<file path="src/rtl/alu_pkg.sv">
// Shared definitions for the SnailArch 8-bit ALU: opcode encoding,
// condition-code bit positions and shifter mode encoding.
package alu_pkg;

    localparam int ALU_W = 8;
    localparam int CC_C  = 1;
    localparam int CC_Z  = 0;

    typedef enum logic [3:0] {
        OP_ADD  = 4'd0,
        OP_SUB  = 4'd1,
        OP_AND  = 4'd2,
        OP_OR   = 4'd3,
        OP_XOR  = 4'd4,
        OP_NOT  = 4'd5,
        OP_SHL  = 4'd6,
        OP_SHR  = 4'd7,
        OP_SAR  = 4'd8,
        OP_ROL  = 4'd9,
        OP_ROR  = 4'd10,
        OP_INC  = 4'd11,
        OP_DEC  = 4'd12,
        OP_NEG  = 4'd13,
        OP_MOVB = 4'd14,
        OP_CMP  = 4'd15
    } op_e;

    typedef enum logic [2:0] {
        SH_SHL = 3'd0,
        SH_SHR = 3'd1,
        SH_SAR = 3'd2,
        SH_ROL = 3'd3,
        SH_ROR = 3'd4
    } shift_mode_e;

endpackage

</file>
<file path="src/rtl/alu_shifter.sv">
// Combinational shift/rotate unit. A zero amount passes the operand through
// and reports no shift-out bit.
module alu_shifter
    import alu_pkg::*;
(
    input  logic [ALU_W-1:0] a,
    input  logic [2:0]       amount,
    input  shift_mode_e      mode,
    output logic [ALU_W-1:0] result,
    output logic             shout
);

    logic [2*ALU_W-1:0] wide_s;
    logic               shout_raw_s;

    // Shift within a double-width word so the last bit out lands at a fixed position
    always_comb begin
        wide_s      = 16'd0;
        result      = a;
        shout_raw_s = 1'b0;
        case (mode)
            SH_SHL: begin
                wide_s      = {8'd0, a} << amount;
                result      = wide_s[7:0];
                shout_raw_s = wide_s[8];
            end
            SH_SHR: begin
                wide_s      = {a, 8'd0} >> amount;
                result      = wide_s[15:8];
                shout_raw_s = wide_s[7];
            end
            SH_SAR: begin
                wide_s      = $signed({a, 8'd0}) >>> amount;
                result      = wide_s[15:8];
                shout_raw_s = wide_s[7];
            end
            SH_ROL: begin
                wide_s      = {a, a} << amount;
                result      = wide_s[15:8];
                shout_raw_s = wide_s[8];
            end
            SH_ROR: begin
                wide_s      = {a, a} >> amount;
                result      = wide_s[7:0];
                shout_raw_s = wide_s[7];
            end
            default: begin
                wide_s      = 16'd0;
                result      = a;
                shout_raw_s = 1'b0;
            end
        endcase
    end

    // Rotates by zero would otherwise report a bit of A as carry
    always_comb begin
        shout = shout_raw_s & (amount != 3'd0);
    end

endmodule

</file>
<file path="src/rtl/alu.sv">
// SnailArch 8-bit ALU: 16 operations, result and condition code registered
// one clock after the operands are sampled.
module alu
    import alu_pkg::*;
(
    input  logic             clk,
    input  logic             rst,
    input  logic [ALU_W-1:0] A,
    input  logic [ALU_W-1:0] B,
    input  logic [3:0]       op,
    output logic [ALU_W-1:0] E,
    output logic [1:0]       cc
);

    op_e              op_s;
    logic [ALU_W-1:0] arith_a_s;
    logic [ALU_W-1:0] arith_b_s;
    logic             arith_sub_s;
    logic [ALU_W:0]   arith_s;
    shift_mode_e      shift_mode_s;
    logic [ALU_W-1:0] shift_res_s;
    logic             shift_out_s;
    logic [ALU_W-1:0] result_s;
    logic             carry_s;
    logic             zero_s;
    logic             write_e_s;
    logic [ALU_W-1:0] e_r;
    logic [1:0]       cc_r;

    assign op_s = op_e'(op);

    // Operand steering for the shared adder and the shifter mode
    always_comb begin
        arith_a_s    = A;
        arith_b_s    = B;
        arith_sub_s  = 1'b0;
        shift_mode_s = SH_SHL;
        case (op_s)
            OP_SUB, OP_CMP: arith_sub_s = 1'b1;
            OP_INC: arith_b_s = 8'd1;
            OP_DEC: begin
                arith_b_s   = 8'd1;
                arith_sub_s = 1'b1;
            end
            OP_NEG: begin
                arith_a_s   = 8'd0;
                arith_b_s   = A;
                arith_sub_s = 1'b1;
            end
            OP_SHR: shift_mode_s = SH_SHR;
            OP_SAR: shift_mode_s = SH_SAR;
            OP_ROL: shift_mode_s = SH_ROL;
            OP_ROR: shift_mode_s = SH_ROR;
            default: begin
                arith_a_s    = A;
                arith_b_s    = B;
                arith_sub_s  = 1'b0;
                shift_mode_s = SH_SHL;
            end
        endcase
    end

    // Bit 8 is carry for additions and borrow for subtractions
    assign arith_s = arith_sub_s ? ({1'b0, arith_a_s} - {1'b0, arith_b_s})
                                 : ({1'b0, arith_a_s} + {1'b0, arith_b_s});

    alu_shifter u_shifter (
        .a      (A),
        .amount (B[2:0]),
        .mode   (shift_mode_s),
        .result (shift_res_s),
        .shout  (shift_out_s)
    );

    // Result and carry selection
    always_comb begin
        result_s  = arith_s[ALU_W-1:0];
        carry_s   = 1'b0;
        write_e_s = 1'b1;
        case (op_s)
            OP_ADD, OP_SUB, OP_INC, OP_DEC, OP_NEG: carry_s = arith_s[ALU_W];
            OP_CMP: begin
                carry_s   = arith_s[ALU_W];
                write_e_s = 1'b0;
            end
            OP_AND:  result_s = A & B;
            OP_OR:   result_s = A | B;
            OP_XOR:  result_s = A ^ B;
            OP_NOT:  result_s = ~A;
            OP_MOVB: result_s = B;
            OP_SHL, OP_SHR, OP_SAR, OP_ROL, OP_ROR: begin
                result_s = shift_res_s;
                carry_s  = shift_out_s;
            end
            default: begin
                result_s  = arith_s[ALU_W-1:0];
                carry_s   = 1'b0;
                write_e_s = 1'b1;
            end
        endcase
    end

    assign zero_s = (result_s == 8'd0);

    // Output registers; CMP updates flags only
    always_ff @(posedge clk) begin
        if (rst) begin
            e_r  <= 8'd0;
            cc_r <= 2'b00;
        end else begin
            if (write_e_s) begin
                e_r <= result_s;
            end else begin
                e_r <= e_r;
            end
            cc_r[CC_C] <= carry_s;
            cc_r[CC_Z] <= zero_s;
        end
    end

    assign E  = e_r;
    assign cc = cc_r;

endmodule

</file>
<file path="config.mk">
export PLATFORM = sky130hd
export DESIGN_NAME = alu
export DESIGN_NICKNAME = d
export VERILOG_FILES = /design/src/rtl/alu_pkg.sv /design/src/rtl/alu_shifter.sv /design/src/rtl/alu.sv
export SDC_FILE = /design/constraint.sdc
export NUM_CORES = 1
export LEC_CHECK = 0
export CAP_MARGIN = 0
export CORE_ASPECT_RATIO = 1.2
export CORE_MARGIN = 2
export CORE_UTILIZATION = 55
export DETAILED_ROUTE_END_ITERATION = 7
export PLACE_DENSITY = 0.78
export REMOVE_ABC_BUFFERS = 1
export SETUP_SLACK_MARGIN = 0.4
export SYNTH_ARGS = -nofsm -noshare
export SYNTH_HDL_FRONTEND = slang
export SYNTH_SLANG_ARGS = --single-unit
</file>
<file path="constraint.sdc">
create_clock -name clk -period 10.47 [get_ports clk]
set_input_delay 1.5705 -clock clk [delete_from_list [all_inputs] [get_ports clk]]
set_output_delay 1.5705 -clock clk [all_outputs]
set_load 0.005 [all_outputs]
</file>
# Yosys cells after proc, flatten, opt, wreduce, memory -nomap -nowiden
# Cells that the tools add are included.
[classes]
add_sub_neg = 2
n_eq_ne = 19
n_shift = 5
muxes = 9
n_bitwise = 5
reduce_logical = 8
[op_table]
columns = ["cell", "n"]
rows = [
  ["$pmux 8 s6", 1],
  ["$pmux 8 s5", 1],
  ["$eq 4x4->1 const B", 8],
  ["$eq 4x3->1 const B", 4],
  ["$pmux 8 s2", 1],
  ["$shl 16x3->16", 1],
  ["$shr 16x3->16", 1],
  ["$shr 16x3->8", 1],
  ["$sshr 16x3->16", 1],
  ["$pmux 3 s4", 1],
  ["$add 8x8->9", 1],
  ["$mux 9", 1],
  ["$shl 8x3->9", 1],
  ["$sub 8x8->9", 1],
  ["$and 8x8->8", 1],
  ["$eq 4x2->1 const B", 2],
  ["$logic_not 8->1", 1],
  ["$mux 8", 1],
  ["$not 8->8", 1],
  ["$or 8x8->8", 1],
  ["$xor 8x8->8", 1],
  ["$eq 3x2->1 const B", 2],
  ["$reduce_or 6->1", 1],
  ["$pmux 1 s5", 1],
  ["12 further kinds", 12],
]
[totals]
register_bits = 10
in_bits = 22
out_inout_bits = 10
wordCells = 50

# Longest topological paths before layout
# Gate-level depths: netlist of the first run.
[logic_depth]
word_depth = 7
mapped_depth = 17
mapped_depth_nobuf = 15

# Cells and area by module
# From an unflattened synthesis of the first run, not the netlist that was laid out.
[hier_totals]
cells_unflattened = 488
area_unflattened_um2 = 3507.1
[modules_own_cells]
columns = ["mod", "n_inst", "cells_each", "area_each_um2", "seq_area_each_um2"]
rows = [
  ["alu", 1, 305, 2262.2, 200.2],
  ["alu_shifter", 1, 183, 1244.9, 0.0],
]

# Least setup slack after synthesis of the first run
# No wires, ideal clock.
[synth_path]
path_type = "input -> register"
start = "in op[1]"
end = "reg cc_r[0] (netlist: cc[0])"
setup_ns = 0.061
arrival_time_ns = 4.595
t_required_ns = 10.409
path_slack_ns = 5.814
cell_stages = 16
n_path_buf = 3
cell_sequence = "buf_2 > buf_2 > nand2b_1 > nor2_1 > clkbuf_1 > a22oi_1 > xnor2_1 > inv_1 > ha_1 > nor2b_1 > o2111ai_1 > a31oi_1 > xor2_1 > a2111oi_2 > nand4_1 > and4bb_1"
[synth_between]
elab_chain_cells = 7
word_cells_on_any_way = 33
cone_classes = "add/sub (2); eq/ne (19); mux (7); reduce/logical (5)"
[synth_rtl]
columns = ["element", "line", "text"]
rows = [
  ["start, declared", "alu.sv:10", "input logic [3:0] op,"],
  ["$eq 4x4->1", "alu.sv:38", "case (op_s)"],
  ["$reduce_or 2->1 (no line)", "n/a", ""],
  ["$pmux 8 s2", "alu.sv:38", ""],
  ["$add 8x8->9 or $sub 8x8->9 (tied branches)", "alu.sv:65, alu.sv:64", ""],
  ["$mux 9", "alu.sv:64", "assign arith_s = arith_sub_s ? ({1'b0, arith_a_s} - {1'b0, arith_b_s})"],
  ["$pmux 8 s6 (*)", "alu.sv:80", "case (op_s)"],
  ["$logic_not 8->1 (*)", "alu.sv:103", "assign zero_s = (result_s == 8'd0);"],
  ["end signal, assigned by index", "alu.sv:116", "cc_r[CC_C] <= carry_s;"],
  ["end signal, assigned by index", "alu.sv:117", "cc_r[CC_Z] <= zero_s;"],
  ["end, declared", "alu.sv:28", "logic [1:0] cc_r;"],
]
# Mark *: on every way between the ends. The rest lies on a longest branch, timed or not.
# A chain may end at the register's enable or synchronous reset.

# Worst setup path in the final report of the first run
[layout_path]
start = "in op[3]"
end = "reg cc_r[0] (netlist: cc[0])"
# The elaborated chain is that of the path after synthesis.

==> impl_metrics.ini, run 1 <==
[pwr]
power_uw = 263.4
power_frac_seq = 0.173
intPower_uw = 150.7
p_sw_uw = 112.7
p_sw_frac = 0.4279
ir_worst_vdd_v = 0.00004763
comb_power_share = 0.644
p_leak_nw = 1.286
pwr-share-clk = 0.183
power_density_mw_per_mm2 = 84.15

[route]
viasPerCell = 6.967
drtAntennaViolNets = 0
wl_um = 8745
drc = 0
drtIter0Drc = 438
vias = 3163
routedWlPerCell_um = 19.26
first_pass_iters = 5

[grt]
grt_use_total = 0.3017
grt-ovfl-total = 0
grt_antenna_before_repair = 1
grt_max_degree = 37
grt_pass1_wl_um = 13880
grt_pass1_vias = 2824

[min_path]
hold_class = register to register

[sta]
setup_tns_ps = 0
timing.fmax_mhz = 166.3
min_period_over_period = 0.5743
hold_viol_final = 0
rsz0062_at_grt = no
slew_headroom = 0.3614
fin_skew_ps = 0
slew_violations = 0
setup_violations = 0
layout_min_cycle_time_ps = 6012
worst_pin_slew_ps = 954.9

[outcome]
outcome = finished, final reports clean

[floorplan]
initial_core_util = 0.5681
num_rows = 28
pin_count = 32
die_y_um = 82.25
core-area_mm2 = 0.004940
die-area_mm2 = 0.005693
dieWidth_um = 69.21

[synth]
yosysSeqAreaShare = 0.07133
syn_avg_cell_area_um2 = 7.271
syn_inst = 386
synthArstFlopShare = 0
syn_area_mm2 = 0.002806
yosys_warnings = 0
synth_seq_cells = 10
synth_edf_count = 0
ys_types = 75
ys.flop_type = dfxtp_1

[flow_run]
cap_violations = 0

[clock_tree]
cts_buffers = 3
cts_tree = done
cts_buffer_depth = 2
post_cts_buffers = 0
htree_levels = 1
path_clk_slew_ps = 50
clk_latency_ps = 230
root_buffer = clkbuf_8
post_cts_resized = 0
hold_buffers = 0
cts.sinks = 10

[placement]
dp_hpwl_um = 6462
place.port_buffers = 31
dp_cells = 450
gp_congestion = 0.9794

[worst_setup_path]
crit_required_ps = 10650
path_cells = clkdlybuf4s50_1 > nand2_1 > nor2_1 > a22oi_1 > nand4b_1 > nand2_1 > xor2_1 > ha_1 > or2_2 > a21oi_1 > a31oi_1 > xor2_1 > a2111oi_2 > nand4_1 > and4bb_1
cp_slowest_cell = clkdlybuf4s50_1
path_class = input pin to register
slowest_delay_ps = 1100
worstPathArrival_ps = 6190
startpoint_type = input pin
path_max_fanout = 31
worst_setup_path_end_kind = register

[finish]
stdcell_count = 454
fillers = 452
fin_nets = 443
layout-drive-gt1-share = 0.06091
syn2layout_area_growth_pct = 11.55
diodes = 0
-- layout make-up --
class | instances | area [um2] | area share
multi-input combinational | 319 | 2355 | 0.7522
timing repair buffer | 37 | 355.3 | 0.1135
sequential | 10 | 200.2 | 0.06395
inverter | 24 | 90.09 | 0.02878
tap | 60 | 75.07 | 0.02398
clock buffer | 4 | 55.05 | 0.01759
-- critical path: cells and delay by family --
kind            cells  cell delay [ps]
simple gates        7             2010
buf+inv             1             1100
compound gates      4              880
xor+xnor            2              320
fa+ha+maj           1              310
-- per-layer routing --
layer  wire (um)  global-route usage  part of all wire  up-vias
met5          12                   0            0.0014        -
met1        3488              0.3624              0.40     1479
met4         460              0.1569             0.053        2
li1            -                   -                 -     1471
met2        4178              0.5433              0.48      170
met3         605             0.02549             0.069       41
-- path summary, 6_finish.rpt --
check        startpoint  endpoint  slack (ps)  cells past startpoint
max               op[3]     cc[0]        4460                     15
min                E[6]      E[6]         450                      2
max reg2reg        E[2]      E[2]        9790                      2
min reg2reg        E[6]      E[6]         450                      2
-- cells in the mapped netlist (2+ instances only) --
library cell | instances | share of area
nor2_1 | 36 | 0.048
nand2_1 | 27 | 0.036
ha_1 | 25 | 0.11
inv_1 | 23 | 0.031
a21oi_1 | 21 | 0.037
o21ai_0 | 20 | 0.036
buf_2 | 16 | 0.029
a22oi_1 | 15 | 0.040
mux2i_1 | 14 | 0.050
nor3_1 | 13 | 0.023
nand2b_1 | 11 | 0.025
clkbuf_1 | 10 | 0.013
dfxtp_1 | 10 | 0.071
a211oi_1 | 9 | 0.024
nor2b_1 | 9 | 0.020
nand3_1 | 7 | 0.012
xor2_1 | 7 | 0.022
a221oi_1 | 5 | 0.016
a22o_1 | 5 | 0.016
a31oi_1 | 5 | 0.011
and2_1 | 5 | 0.011
xnor2_1 | 5 | 0.016
a221o_1 | 4 | 0.014
mux4_2 | 4 | 0.032
o22ai_1 | 4 | 0.0089
o31ai_1 | 4 | 0.011
a311oi_1 | 3 | 0.0094
a32oi_1 | 3 | 0.0094
buf_1 | 3 | 0.0040
mux2_2 | 3 | 0.012
nand3b_1 | 3 | 0.0080
o32a_1 | 3 | 0.011
a21o_1 | 2 | 0.0053
buf_6 | 2 | 0.0080
clkbuf_2 | 2 | 0.0036
mux4_1 | 2 | 0.019
nor4_1 | 2 | 0.0045
nor4b_1 | 2 | 0.0062
o2111ai_1 | 2 | 0.0062
o211ai_1 | 2 | 0.0053
o21a_1 | 2 | 0.0053
o311ai_0 | 2 | 0.0062
or3_1 | 2 | 0.0045
-- layout by cell type, fill, tap and decap left out, types with 9 or more instances in the layout --
| master | count |
|---|---|
| a211oi_1 | 9 |
| a21oi_1 | 21 |
| a22oi_1 | 15 |
| clkdlybuf4s50_1 | 31 |
| dfxtp_1 | 10 |
| ha_1 | 25 |
| inv_1 | 23 |
| mux2i_1 | 14 |
| nand2_1 | 27 |
| nand2b_1 | 11 |
| nor2_1 | 36 |
| nor2b_1 | 9 |
| nor3_1 | 13 |
| o21ai_0 | 20 |
-- power groups by stage --
stage | sequential [mW] | combinational [mW] | clock [mW]
2_1_floorplan | 0.0468 | 0.102 | 0
3_3_place_gp | 0.0461 | 0.163 | 0
6_report | 0.0456 | 0.170 | 0.0482
4_1_cts | 0.0456 | 0.167 | 0.0490
3_5_place_dp | 0.0464 | 0.166 | 0
5_1_grt | 0.0461 | 0.185 | 0.0504
-- registers in the layout, indices dropped and copies added, names as in the netlist --
signal	flops
E	8
cc	2
-- per-stage QoR --
stage	util	hold WS, ps	setup slack, ps	area, um2
2_1_floorplan	-	442.2	5915	2645
3_3_place_gp	0.6226	439.6	4483	3075
3_5_place_dp	0.6226	452.3	4296	3075
4_1_cts	0.6337	461.4	4530	3131
5_1_grt	0.6337	483.0	4078	3131
6_report	0.6337	454.9	4458	3131
-- cell families (layout without fill, tap and decap cells) --
logic type               after synthesis  count (layout)  share of synthesized area
AND/OR/NAND/NOR                      131             131                     0.2461
AO/OA/AOI/OAI                        127             127                     0.3241
buffers and inverters                 57              65                    0.08961
adder cells (fa/ha/maj)               26              26                     0.1186
multiplexers                          23              23                     0.1128
XOR/XNOR                              12              12                    0.03745
flip-flops                            10              10                    0.07133
Power figures use the tool's default switching activity.
==> run 2, diff against run 1 <==
CORE_UTILIZATION = 53   (was 55)
PLACE_DENSITY = 0.79   (was 0.78)
clock period = 5.4 ns   (was 10.47 ns; I/O delays follow)
==> run 2 against run 1 <==
Compared with the run above: sequential share of layout area fell by 0.096 points; register-to-register slack worse by 5100 ps; non-clock buffer count up 6; clock power grew 95%; global-route usage is 0.39 points lower; worst setup slack lost 3500 ps; wire length rose by 0.88%; largest power group unchanged; highest routed layer is now met4.
==> impl_metrics.ini, run 2 (synthesized netlist as in run 1, its figures left out) <==
[route]
viasPerCell = 6.766
drtAntennaViolNets = 0
drtIter0Drc = 334
drc = 0
first_pass_iters = 5
vias = 3126
routedWlPerCell_um = 19.10
wl_um = 8822

[sta]
slew_headroom = 0.3528
layout_min_cycle_time_ps = 4484
rsz0062_at_grt = no
worst_pin_slew_ps = 962.6
setup_tns_ps = 0
hold_ws_ps = 449.7
setup_violations = 0
hold_viol_final = 0
min_period_over_period = 0.8305
setup_ws_ps = 915.5
timing.fmax_mhz = 223.0
fin_skew_ps = 0
slew_violations = 0

[grt]
grt_pass1_wl_um = 14460
grt-ovfl-total = 0
grt_max_degree = 34
grt_pass1_vias = 2950
grt_use_total = 0.2978
grt_antenna_before_repair = 0

[placement]
place.port_buffers = 31
gp_congestion = 1.003
dp_hpwl_um = 6605
dp_slack_ps = 720.4
place_area_mm2 = 0.003123

[clock_tree]
htree_levels = 1
post_cts_resized = 0
cts_buffer_depth = 2
path_clk_slew_ps = 50
cts_buffers = 3
root_buffer = clkbuf_8
cts.sinks = 10
post_cts_buffers = 0
hold_buffers = 0
cts_tree = done
clk_latency_ps = 230

[finish]
most-common-layout-cells = nor2_1, clkdlybuf4s50_1, nand2_1, ha_1, inv_1
layout-drive-gt1-share = 0.07500
syn2layout_area_growth_pct = 13.24
largest_register_ffs = 8
final_common_cell = nor2_1
final_area_mm2 = 0.003178
fin_nets = 449
diodes = 0

[worst_setup_path]
r2r-end = E[7]
r2r_slack_ps = 4690
worst-r2r-cell-count = 2
crit_required_ps = 5570
worstPathArrival_ps = 4660
cpMostUsedCell = and2_1
cp_slowest_cell = clkdlybuf4s50_1
path_cells = clkdlybuf4s50_1 > buf_4 > and2_1 > o21ai_0 > o21a_1 > and2_1 > xnor2_1 > inv_1 > ha_1 > nor2b_1 > o2111ai_1 > a31oi_1 > xor2_1 > a2111oi_2 > nand4_1 > and4bb_1
slowest_delay_ps = 610
startpoint_type = input pin
path_class = input pin to register
worst_setup_path_end_kind = register
r2r-start = E[7]
path_max_fanout = 20

[pwr]
p_leak_nw = 1.316
power_density_mw_per_mm2 = 162.4
ir_worst_vdd_v = 0.00009071
power_uw = 516.2

[floorplan]
pin_count = 32
num_rows = 29
die-area_mm2 = 0.005895
core-area_mm2 = 0.005189
die_y_um = 83.71
initial_core_util = 0.5409
dieWidth_um = 70.43

[flow_run]
cap_violations = 0

[min_path]
hold_path_end = E[5]
min-delay-start = E[5]
hold_class = register to register
holdPathStages = 2

[outcome]
outcome = finished, final reports clean
==> run 2: cell count changes in the layout (fill, tap and decap cells not counted) <==
cell / change
buf_4: +6
==> run 2: per-layer routing <==
| layer | vias to the layer above | part of all wire | global-route usage |
|---|---|---|---|
| met5 | - | 0 | 0 |
| met4 | 0 | 0.052 | 0.1434 |
| met3 | 35 | 0.060 | 0.01932 |
| met2 | 148 | 0.49 | 0.4974 |
| met1 | 1457 | 0.40 | 0.3855 |
| li1 | 1486 | - | - |
==> run 2: area by class of cell <==
cell class | count | area, um2
multi-input combinational | 319 | 2355
fill | 496 | 2011
timing repair buffer | 43 | 400.4
sequential | 10 | 200.2
inverter | 24 | 90.09
tap | 62 | 77.57
clock buffer | 4 | 55.05
==> run 2: metrics by stage <==
| step | instances | util |
|---|---|---|
| 5_1_grt | 462 | 0.6125 |
| 4_1_cts | 462 | 0.6125 |
| 3_5_place_dp | 458 | 0.6019 |
| 6_report | 462 | 0.6125 |
| 2_1_floorplan | 353 | - |
| 3_3_place_gp | 458 | 0.6019 |
==> run 2: worst max-delay path, delay by kind of cell <==
family,cells,cell delay [ps]
compound gates,5,1110
xor+xnor,2,440
fa+ha+maj,1,290
buf+inv,3,980
simple gates,5,1020
==> run 2: power by group <==
group	internal (mW)	switching, mW	total, mW
logic	0.147	0.187	0.334
clock network	0.0641	0.0298	0.0940
registers	0.0839	0.00464	0.0885
==> run 2: how the worst max path moves through the flow <==
| stage | from | endpoint | slack, ps | cells past startpoint |
|---|---|---|---|---|
| after floorplan | op[1] | cc[0] | 1610 | 14 |
| after global placement | op[2] | cc[0] | 810 | 16 |
| after detailed placement | op[2] | cc[0] | 720 | 16 |
| final | op[2] | cc[0] | 920 | 16 |
| after CTS | op[2] | cc[0] | 960 | 16 |
| after global routing | op[1] | cc[0] | 590 | 15 |
==> run 3, diff against run 2 <==
clock period = 4 ns   (was 5.4 ns; I/O delays follow)
==> run 3 against run 2 <==
Compared with the run above: design area is 11% higher; final cell count is 8.0% higher; total power is 46% higher; first-iteration DRC count is 44% higher; non-clock buffer count is 37 higher; via count is 6.8% higher; die area stayed put; largest cell class unchanged; highest routed layer unchanged.
==> impl_metrics.ini, run 3 (synthesized netlist as in run 1, its figures left out) <==
[outcome]
outcome = finished, final reports clean

[grt]
grt_use_total = 0.3213
grt_antenna_before_repair = 0
grt_pass1_vias = 3152
grt_pass1_wl_um = 15320
grt_max_degree = 33
grt-ovfl-total = 0

[placement]
gp_congestion = 1.008
dp_hpwl_um = 7200
dp_slack_ps = -124.7
place.port_buffers = 31

[finish]
multiInputGateArea_mm2 = 0.002444
largest_register_ffs = 8
most-common-layout-cells = buf_4, nor2_1, nand2_1, clkdlybuf4s50_1, ha_1
fillers = 439
final_common_cell = buf_4
syn2layout_area_growth_pct = 26.08
diodes = 0
layout-drive-gt1-share = 0.1991
seq_area_um2 = 200.2
fin_nets = 486
final_util = 0.6819

[worst_setup_path]
slowest_delay_ps = 480
worstPathArrival_ps = 3610
crit_family = simple AND/OR/NAND/NOR gates
startpoint_type = input pin
crit_required_ps = 4180
path_class = input pin to register
path_max_fanout = 3
r2r_slack_ps = 3310
crit_buf_inv = 2
path_cells = clkdlybuf4s50_1 > nor2_2 > a22oi_2 > nand4b_1 > buf_4 > nor2_1 > nor2_1 > xor2_1 > ha_1 > a21oi_1 > a31oi_1 > xor2_1 > a2111oi_2 > nand4_1 > and4bb_1
worst_setup_path_end_kind = register
cp_slowest_cell = clkdlybuf4s50_1

[sta]
fin_skew_ps = 0
slew_headroom = 0.4787
rsz0062_at_grt = no
setup_tns_ps = 0
timing.fmax_mhz = 291.4
hold_viol_final = 0
slew_violations = 0
min_period_over_period = 0.8579
setup_violations = 0
worst_pin_slew_ps = 775.3
setup_ws_ps = 568.6
layout_min_cycle_time_ps = 3431

[clock_tree]
clk_latency_ps = 230
htree_levels = 1
path_clk_slew_ps = 50
cts_buffer_depth = 2
cts_tree = done
cts_buffers = 3
cts.sinks = 10
root_buffer = clkbuf_8

[pwr]
pwr-share-clk = 0.165
power_frac_seq = 0.160
intPower_uw = 439.9
power_density_mw_per_mm2 = 212.5
ir_worst_vdd_v = 0.0001380
p_leak_nw = 1.531
comb_power_share = 0.675
p_sw_frac = 0.4148
p_sw_uw = 311.9

[route]
drtAntennaViolNets = 0
routedWlPerCell_um = 19.46
drc = 0
first_pass_iters = 6
vias = 3340
viasPerCell = 6.693
wl_um = 9712
drtIter0Drc = 480

[flow_run]
cap_violations = 0

[floorplan]
initial_core_util = 0.5409
die_y_um = 83.71
dieWidth_um = 70.43
num_rows = 29
die-area_mm2 = 0.005895
core-area_mm2 = 0.005189
pin_count = 32

[min_path]
hold_class = register to register
run 3: cell count changes in the layout (fill, tap and decap cells not counted), sizes merged:
| cell | before | now |
|---|---|---|
| clkdlybuf4s50 | 31 | 26 |
| buf | 12 | 49 |
| clkbuf | 4 | 7 |
| dlymetal6s2s | 0 | 2 |
run 3: final timing paths:
kind / endpoint / cells past startpoint / start
setup reg to reg: E[2] / 2 / E[2]
setup / recovery: cc[0] / 15 / B[1]
hold / removal: E[5] / 2 / E[5]
hold reg to reg: E[5] / 2 / E[5]
run 3: layout make-up:
cell class	count	area share
timing repair buffer	80	0.1899
multi-input combinational	319	0.6906
clock buffer	4	0.01556
tap	62	0.02192
inverter	24	0.02546
sequential	10	0.05658
run 3: power by group through the flow:
stage / registers, mW / logic [mW] / clock network, mW
2_1_floorplan: 0.122 / 0.267 / 0
3_3_place_gp: 0.121 / 0.465 / 0
3_5_place_dp: 0.122 / 0.474 / 0
4_1_cts: 0.120 / 0.481 / 0.126
5_1_grt: 0.122 / 0.551 / 0.129
6_report: 0.120 / 0.507 / 0.124
run 3: metrics by stage:
stage	std cells	power [mW]	cell area (um2)	hold slack, ps
2_1_floorplan	353	0.3899	2645	442.2
3_3_place_gp	489	0.5858	3356	440.8
3_5_place_dp	489	0.5956	3356	451.0
4_1_cts	494	0.7277	3440	479.1
5_1_grt	499	0.8023	3538	492.9
6_report	499	0.7518	3538	478.8
run 3: what timing repair did:
action,4_1_cts,5_1_grt
pin swaps,2,8
setup endpoints to repair,4,6
hold buffers,0,0
setup buffers,1,5
resized for setup,9,24
run 3: metal layers:
metal,share of wire,up-vias,GRT usage
met2,0.49,184,0.5592
met4,0.064,0,0.1836
met5,0,-,0
met3,0.077,51,0.03261
met1,0.37,1548,0.3768
li1,-,1557,-
run 3: worst min-delay path: stages, from the launching register on:
cell and delay, ps:
dfxtp_1 310, nand2_1 50, a21oi_1 60
